## config.mk

```make
export PLATFORM = sky130hd
export DESIGN_NAME = shift_engine
export DESIGN_NICKNAME = d
export VERILOG_FILES = /design/src/rtl/shift_pkg.sv /design/src/rtl/shift_step.sv /design/src/rtl/shift_engine.sv
export SDC_FILE = /design/constraint.sdc
export NUM_CORES = 1
export LEC_CHECK = 0
export CAP_MARGIN = 5
export CORE_MARGIN = 8
export CORE_UTILIZATION = 50
export CTS_CLUSTER_DIAMETER = 80
export CTS_CLUSTER_SIZE = 12
export DETAILED_ROUTE_END_ITERATION = 10
export PLACE_DENSITY = 0.83
export SYNTH_ARGS = -nofsm -noshare
export SYNTH_HDL_FRONTEND = slang
export SYNTH_SLANG_ARGS = --single-unit
```

## constraint.sdc

```tcl
create_clock -name clk -period 5.1 [get_ports clk]
set_clock_uncertainty 0.1 [all_clocks]
set_input_delay 1.02 -clock clk [delete_from_list [all_inputs] [get_ports clk]]
set_output_delay 1.02 -clock clk [all_outputs]
set_load 0.01 [all_outputs]
```

## src/rtl/shift_pkg.sv

```systemverilog
// shift_pkg: register map, shift modes, status bit positions and FSM states for shift_engine
package shift_pkg;
   localparam logic [1:0] REG_CTRL    = 2'b00;
   localparam logic [1:0] REG_OPERAND = 2'b01;
   localparam logic [1:0] REG_RESULT  = 2'b10;
   localparam logic [1:0] REG_STATUS  = 2'b11;
   localparam logic [1:0] MODE_LSL = 2'b00;
   localparam logic [1:0] MODE_ASR = 2'b01;
   localparam logic [1:0] MODE_ROT = 2'b10;
   localparam int ST_BUSY = 0;
   localparam int ST_DONE = 1;
   localparam int ST_ERR  = 2;
   typedef enum logic {IDLE, RUN} state_t;
endpackage

```

## src/rtl/shift_step.sv

```systemverilog
// shift_step: one-bit shift of a DATA_W word; mode 11 falls through to logical
module shift_step
   import shift_pkg::*;
#(
   parameter int DATA_W = 16
) (
   input  logic [DATA_W-1:0] d,
   input  logic              dir,
   input  logic [1:0]        mode,
   output logic [DATA_W-1:0] q
);
   logic fill_l, fill_r;
   always_comb begin
      fill_r = mode == MODE_ASR ? d[DATA_W-1] : mode == MODE_ROT ? d[0] : 1'b0;
      fill_l = mode == MODE_ROT ? d[DATA_W-1] : 1'b0;
      q = dir ? {fill_r, d[DATA_W-1:1]} : {d[DATA_W-2:0], fill_l};
   end
endmodule

```

## src/rtl/shift_engine.sv

```systemverilog
// shift_engine: memory-mapped sequential shifter, one bit per clock, with status and done irq
module shift_engine
   import shift_pkg::*;
#(
   parameter int DATA_W = 16
) (
   input  logic              clk,
   input  logic              reset,
   input  logic [1:0]        reg_sel,
   input  logic [DATA_W-1:0] data_in,
   input  logic              cs,
   input  logic              we,
   output logic [DATA_W-1:0] data_out,
   output logic              irq
);
   localparam int SHAMT_W = $clog2(DATA_W);
   state_t state_q, state_d;
   logic [DATA_W-1:0] ctrl_q, ctrl_d, operand_q, operand_d, result_q, result_d, sh_q, sh_d;
   logic [DATA_W-1:0] step, status;
   logic [SHAMT_W-1:0] cnt_q, cnt_d, amt;
   logic busy_q, busy_d, done_q, done_d, err_q, err_d, irq_q, irq_d;
   logic wr_ctrl, wr_op, err_clr;
   assign amt     = ctrl_q[SHAMT_W-1:0];
   assign wr_ctrl = cs && we && reg_sel == REG_CTRL;
   assign wr_op   = cs && we && reg_sel == REG_OPERAND;
   assign err_clr = cs && we && reg_sel == REG_STATUS && data_in[ST_ERR];
   shift_step #(.DATA_W(DATA_W)) u_step (
      .d   (sh_q),
      .dir (ctrl_q[DATA_W-1]),
      .mode(ctrl_q[DATA_W-2:DATA_W-3]),
      .q   (step)
   );
   always_comb begin
      state_d   = state_q;
      ctrl_d    = ctrl_q;
      operand_d = operand_q;
      result_d  = result_q;
      sh_d      = sh_q;
      cnt_d     = cnt_q;
      busy_d    = busy_q;
      done_d    = done_q;
      irq_d     = 1'b0;
      err_d     = err_q & ~err_clr;
      if (state_q == IDLE) begin
         if (wr_ctrl) ctrl_d = data_in;
         if (wr_op) begin
            operand_d = data_in;
            sh_d      = data_in;
            done_d    = 1'b0;
            if (amt != '0) begin
               cnt_d   = amt;
               busy_d  = 1'b1;
               state_d = RUN;
            end else begin
               result_d = data_in;
               done_d   = 1'b1;
               irq_d    = 1'b1;
            end
         end
      end else begin
         // a new error wins over a simultaneous clear
         if (wr_ctrl || wr_op) err_d = 1'b1;
         sh_d  = step;
         cnt_d = cnt_q - 1'b1;
         if (cnt_q == SHAMT_W'(1)) begin
            result_d = step;
            busy_d   = 1'b0;
            done_d   = 1'b1;
            irq_d    = 1'b1;
            state_d  = IDLE;
         end
      end
   end
   always_ff @(posedge clk or negedge reset) begin
      if (!reset) begin
         state_q   <= IDLE;
         ctrl_q    <= '0;
         operand_q <= '0;
         result_q  <= '0;
         sh_q      <= '0;
         cnt_q     <= '0;
         busy_q    <= 1'b0;
         done_q    <= 1'b0;
         err_q     <= 1'b0;
         irq_q     <= 1'b0;
      end else begin
         state_q   <= state_d;
         ctrl_q    <= ctrl_d;
         operand_q <= operand_d;
         result_q  <= result_d;
         sh_q      <= sh_d;
         cnt_q     <= cnt_d;
         busy_q    <= busy_d;
         done_q    <= done_d;
         err_q     <= err_d;
         irq_q     <= irq_d;
      end
   end
   always_comb begin
      status          = '0;
      status[ST_BUSY] = busy_q;
      status[ST_DONE] = done_q;
      status[ST_ERR]  = err_q;
   end
   assign data_out = !cs ? '0 :
                     reg_sel == REG_CTRL    ? ctrl_q :
                     reg_sel == REG_OPERAND ? operand_q :
                     reg_sel == REG_RESULT  ? result_q : status;
   assign irq = irq_q;
endmodule

```

== Yosys cells after proc, flatten, opt, wreduce, memory -nomap -nowiden ==
Index checks and enable logic that the tools add are counted.

* Equal/unequal tests: 8
* Add/sub/neg operators: 1
* Reduce and logical (&&, ||, !) cells: 16
* Bitwise logic cells: 3
* Mux-type cells: 34

{| class="wikitable"
|+ Operator list
! cell !! number
|-
| $mux 16 || 11
|-
| $mux 1 || 20
|-
| $mux 4 || 3
|-
| $reduce_and 2->1 || 4
|-
| $eq 2x2->1 const B || 3
|-
| $reduce_and 3->1 || 2
|-
| $logic_and 1x1->1 || 5
|-
| $eq 2x1->1 const B || 2
|-
| $eq 4x1->1 const B || 1
|-
| $reduce_bool 2->1 || 2
|-
| $reduce_bool 4->1 || 1
|-
| $sub 4x1->4 const B || 1
|-
| $logic_not 2->1 || 1
|-
| $ne 2x1->1 const B || 1
|-
| $ne 2x2->1 const B || 1
|-
| $not 1->1 || 2
|-
| $and 1x1->1 || 1
|-
| $logic_or 1x1->1 || 1
|}

* Bits in registers: 73
* Logic and storage cells: 72
* Output and inout bits: 17
* Input bits: 22

== Longest topological paths before layout ==
* Depth after elaboration: 7
* Mapped depth: 6
* Mapped depth without buffers: 5

== Hierarchy ==
From an unflattened synthesis, not the netlist that was laid out.

* Cell total of the unflattened synthesis: 301
* Area, all modules: 3891.2 sq um

{| class="wikitable"
|+ Modules (own cells, without submodules)
! module !! seq. area each (sq um) !! times used !! cells an instance !! area an instance (sq um)
|-
| shift_engine || 1826.8 || 1 || 278 || 3638.5
|-
| shift_step || 0.0 || 1 || 23 || 252.7
|}

== Worst setup path before layout ==
OpenSTA, ideal clock, no wires.

* Path type: in2out
* Start point: input reg_sel[1]
* End point: output data_out[15]
* Arrival: 2267 ps
* Path buffers: 2
* Slack: 1713 ps
* Stages on the path: 5
* Cell sequence: clkbuf_1 nor2b_1 clkbuf_1 nand2_1 a21boi_0

* Longest elaborated chain between the ends: 5
* Elaborated cells between the ends (all ways): 7
* Classes of those cells: 2 x eq/ne; 4 x mux; 1 x reduce/logical

{| class="wikitable"
|+ Ends and longest elaborated chain
! item !! line !! RTL
|-
| start: declaration || shift_engine.sv:9 || <nowiki>input logic [1:0] reg_sel,</nowiki>
|-
| $eq 2x2->1 || shift_engine.sv:108 || <nowiki>reg_sel == REG_RESULT ? result_q : status;</nowiki>
|-
| $mux 16 || shift_engine.sv:108 ||
|-
| $mux 16 || shift_engine.sv:107 || <nowiki>reg_sel == REG_OPERAND ? operand_q :</nowiki>
|-
| $mux 16 (*) || shift_engine.sv:106 || <nowiki>reg_sel == REG_CTRL ? ctrl_q :</nowiki>
|-
| $mux 16 (*) || shift_engine.sv:105 || <nowiki>assign data_out = !cs ? '0 :</nowiki>
|-
| end: declaration || shift_engine.sv:13 || <nowiki>output logic [DATA_W-1:0] data_out,</nowiki>
|}

Mark *: on every way between the ends. The rest lies on a longest branch, timed or not.

== Worst setup path after layout ==
* Start point: input reg_sel[0]
* End point: output data_out[1]

Same word-level chain as after synthesis.

==> results.txt <==
----------------------------------------------------
[STA]
  Final Hold Violating Endpoints ... 0
  Transition at the pin with the smallest max-transition slack ... 0.967 ns
  Final setup viols ... 0
  Minimum period implied by the final worst setup slack ... between 4 and 5 ns
  Portion of the clock cycle consumed by the worst path in the final layout ... 86.4%
  Slew Limit Fails ... 0
  Total negative slack ... 0 ns
  RSZ-0062 raised after global routing ... no
  Peak Freq ... between 200 and 250 MHz
  Slew HR ... 35.6%

[Final layout]
  Multi-input gate area ... approximately 1800 um^2
  Sequential cell area ... about 1800 um^2
  End-of-flow core utilization ... 60.0%
  Proportion of layout cells with a drive suffix above 1 ... 28.8%
  Fill cells ... 603
  Finished layout cell area ... 4350 um^2
  Antenna Diode Count ... 0
  Signed area change from the synthesized netlist to the final layout ... 16.2%
  Nets@finish ... around 360

[Power]
  Proportion of total power due to net switching ... 33.1%
  Internal power ... 0.00159 W
  Net switching power ... 0.000786 W
  Cell Pwr Density ... 545 nW/um^2
  Clock share of power ... 18.0%
  Fraction of power consumed by combinational cells ... 36.0%
  VDD IR-drop max ... 0.239 mV
  Proportion of power drawn by flip-flops and latches ... 46.0%
  Static leakage ... ~1.9 nW
  Final Total Pwr ... 0.00237 W

[Flow run]
  Number of violations of the max-capacitance limit ... 0

[Run status]
  Result of the run ... completed

[GRT]
  Overall track demand over capacity in global routing ... between 10% and 20%
  Aggregate global routing overflow ... 0
  First-pass GRT wire length ... 13.3 mm
  Largest net degree at the start of global routing ... 39
  Vias in the first global route ... 2585
  Antenna violations before repair ... 0

[Die]
  Floorplan row count ... 31
  Die span in y ... 103 um
  Io pins ... 39
  Horizontal die dimension ... 103 um
  Die area ... 10500 um^2
  Effective utilization at floorplan ... 51.6%
  Core outline area ... 7250 um^2

[Synth]
  Fraction of synthesis flops using an asynchronous set or reset pin ... 100%
  Proportion of netlist area held by the largest area contributor ... roughly half
  Portion of the post-synthesis area used by sequential elements ... 48.8%
  Average size of a mapped cell ... 12.7 um^2
  Most frequent cell after synthesis ... sky130_fd_sc_hd__dfrtp_1
  Most instantiated cells after synthesis ... sky130_fd_sc_hd__dfrtp_1 (73), sky130_fd_sc_hd__mux2_2 (56), sky130_fd_sc_hd__mux2i_1 (27)
  Largest area contributor in the netlist ... sky130_fd_sc_hd__dfrtp_1
  Leading cell types by total area after synthesis ... sky130_fd_sc_hd__dfrtp_1 (49%), sky130_fd_sc_hd__mux2_2 (17%), sky130_fd_sc_hd__mux2i_1 (7.2%), sky130_fd_sc_hd__mux2_4 (3.2%), sky130_fd_sc_hd__o2bb2ai_1 (2.8%)
  Number of enable-type register cells in the synthesized netlist ... 0
  Leading register cell type out of synthesis ... sky130_fd_sc_hd__dfrtp_1
  Synth Net Count ... between 300 and 400
  Synth Warn # ... 0
  Post-synthesis cell count ... 296
  Number of storage elements in the synthesis netlist ... 73
  Library cells used by synthesis ... 42
  Area of the mapped netlist ... 3740 um^2

[Clock tree]
  Root buffer selected by CTS ... sky130_fd_sc_hd__clkbuf_8
  Clk buf depth ... 2
  Hold bufs inserted after CTS ... 0
  Post-CTS clock slew at the launch and capture registers of the worst setup and hold paths ... about 0.07 ns
  CTS tree ... done
  Max H-tree Level ... 3
  Clock insertion delay at the later pin of the skew report ... about 0.34 ns
  Cts repair resizes ... 0
  TritonCTS sink count ... 73
  TritonCTS Buffers ... 9
  Total setup buffers inserted after CTS ... 0

[Drt]
  Total routed wirelength ... 8.02 mm
  DRC Markers ... 0
  Via density per instance ... between 5 and 6
  Number of vias in the routed layout ... 2452
  Initial DRC Count ... between 90 and 100
  Count of TritonRoute iterations in the first routing pass ... 4
  Mean routed wirelength per cell ... 18.4 um
  Number of routed nets with antenna violations ... 0

[Place]
  Cell area after placement ... 4170 um^2
  Detail Placement HPWL ... 5.39 mm
  Port bufs ... 38
  Final GP Congestion ... 0.784

[Setup path]
  CP required ... ~4.0 ns
  Launching instance or port of the critical path ... reg_sel[0]
  Element type at the critical path end ... output pin
  Critical register-to-register path startpoint ... state_q
  Worst setup path category ... in -> out
  Startpoint types ... input pin
  Max Fanout on Critical Path ... 12
  Data arrival time of the worst path ... 3.29 ns

[Min path]
  Hold path startpoint ... ctrl_q[11]
  Worst hold path type ... reg -> reg

----------------------------------------------------
## power by group through the flow
stage | logic (W) | clock network (W) | registers [W]
finish | 0.000854 | 0.000428 | 0.00109
global route | 0.000938 | 0.000460 | 0.00112
global placement | 0.000821 | 0 | 0.00108
CTS | 0.000862 | 0.000436 | 0.00109
detailed placement | 0.000856 | 0 | 0.00110
floorplan | 0.000738 | 0 | 0.000980
## layout make-up
type                            instances  area share [%]
Clock buffer                           11            3.02
Clock inverter                          4            1.04
Sequential cell                        73            42.0
Timing Repair Buffer                   46            10.0
Multi-Input combinational cell        199            40.8
Tap cell                               99            2.85
Inverter                                4           0.345
## path summary, 6_finish.rpt
check,end,slack (ns),depth (start not counted)
worst max-delay path,data_out[1],0.69,5
worst min-delay path,ctrl_q[11],0.41,1
worst max register to register,ctrl_q[1],2.14,5
worst min register to register,ctrl_q[11],0.41,1
max in group asynchronous,sh_q[12],3.28,2
min in group asynchronous,operand_q[10],0.65,1
## placed cells by master, fill, tap and decap left out, drive strengths merged, types with 3 or more instances in the layout
cell type       n
nor2           16
buf             9
a21oi          19
o21ai           7
clkinv          3
mux2i          27
or2             3
and2           15
mux4            3
a22oi           4
clkdlybuf4s50  37
dfrtp          73
mux2           64
clkbuf         11
nand2           4
o2bb2ai        12
inv             4
nand4b          3
## stage by stage
step,std cells,hold WS [ns],setup WS [ns]
floorplan,296,0.344,1.71
CTS,436,0.409,0.687
detailed placement,421,0.392,0.714
global placement,421,0.379,0.727
global route,436,0.426,0.631
finish,436,0.409,0.694
## cell families (layout without fill, tap and decap cells)
group	Yosys count	after routing	share of synthesized area, %
multiplexers	94	94	29.2
flip-flops	73	73	48.8
AND/OR/NAND/NOR	52	52	8.19
AO/OA/AOI/OAI	49	49	8.85
buffers and inverters	24	65	3.88
adder cells (fa/ha/maj)	2	2	0.668
XOR/XNOR	2	2	0.468
## routing by layer
layer / vias to the layer above / wire, um / track usage [%]
li1: 1146 / - / -
met1: 1249 / 3700 / 21.7
met2: 44 / 3860 / 25.4
met3: 13 / 278 / 2.77
met4: 0 / 175 / 9.37
met5: - / 0 / 0
## state kept, by name (all words and copies together), names as in the netlist, 4 cells and up
name and flops:
cnt_q 4, ctrl_q 16, operand_q 16, result_q 16, sh_q 16
## worst max-delay path, cell delays in order
cell	delay, ns
sky130_fd_sc_hd__clkdlybuf4s50_1	0.95
sky130_fd_sc_hd__buf_4	0.34
sky130_fd_sc_hd__mux4_2	0.32
sky130_fd_sc_hd__and2_1	0.17
sky130_fd_sc_hd__clkdlybuf4s50_1	0.47
No activity file was read; power rests on OpenSTA's default activity.
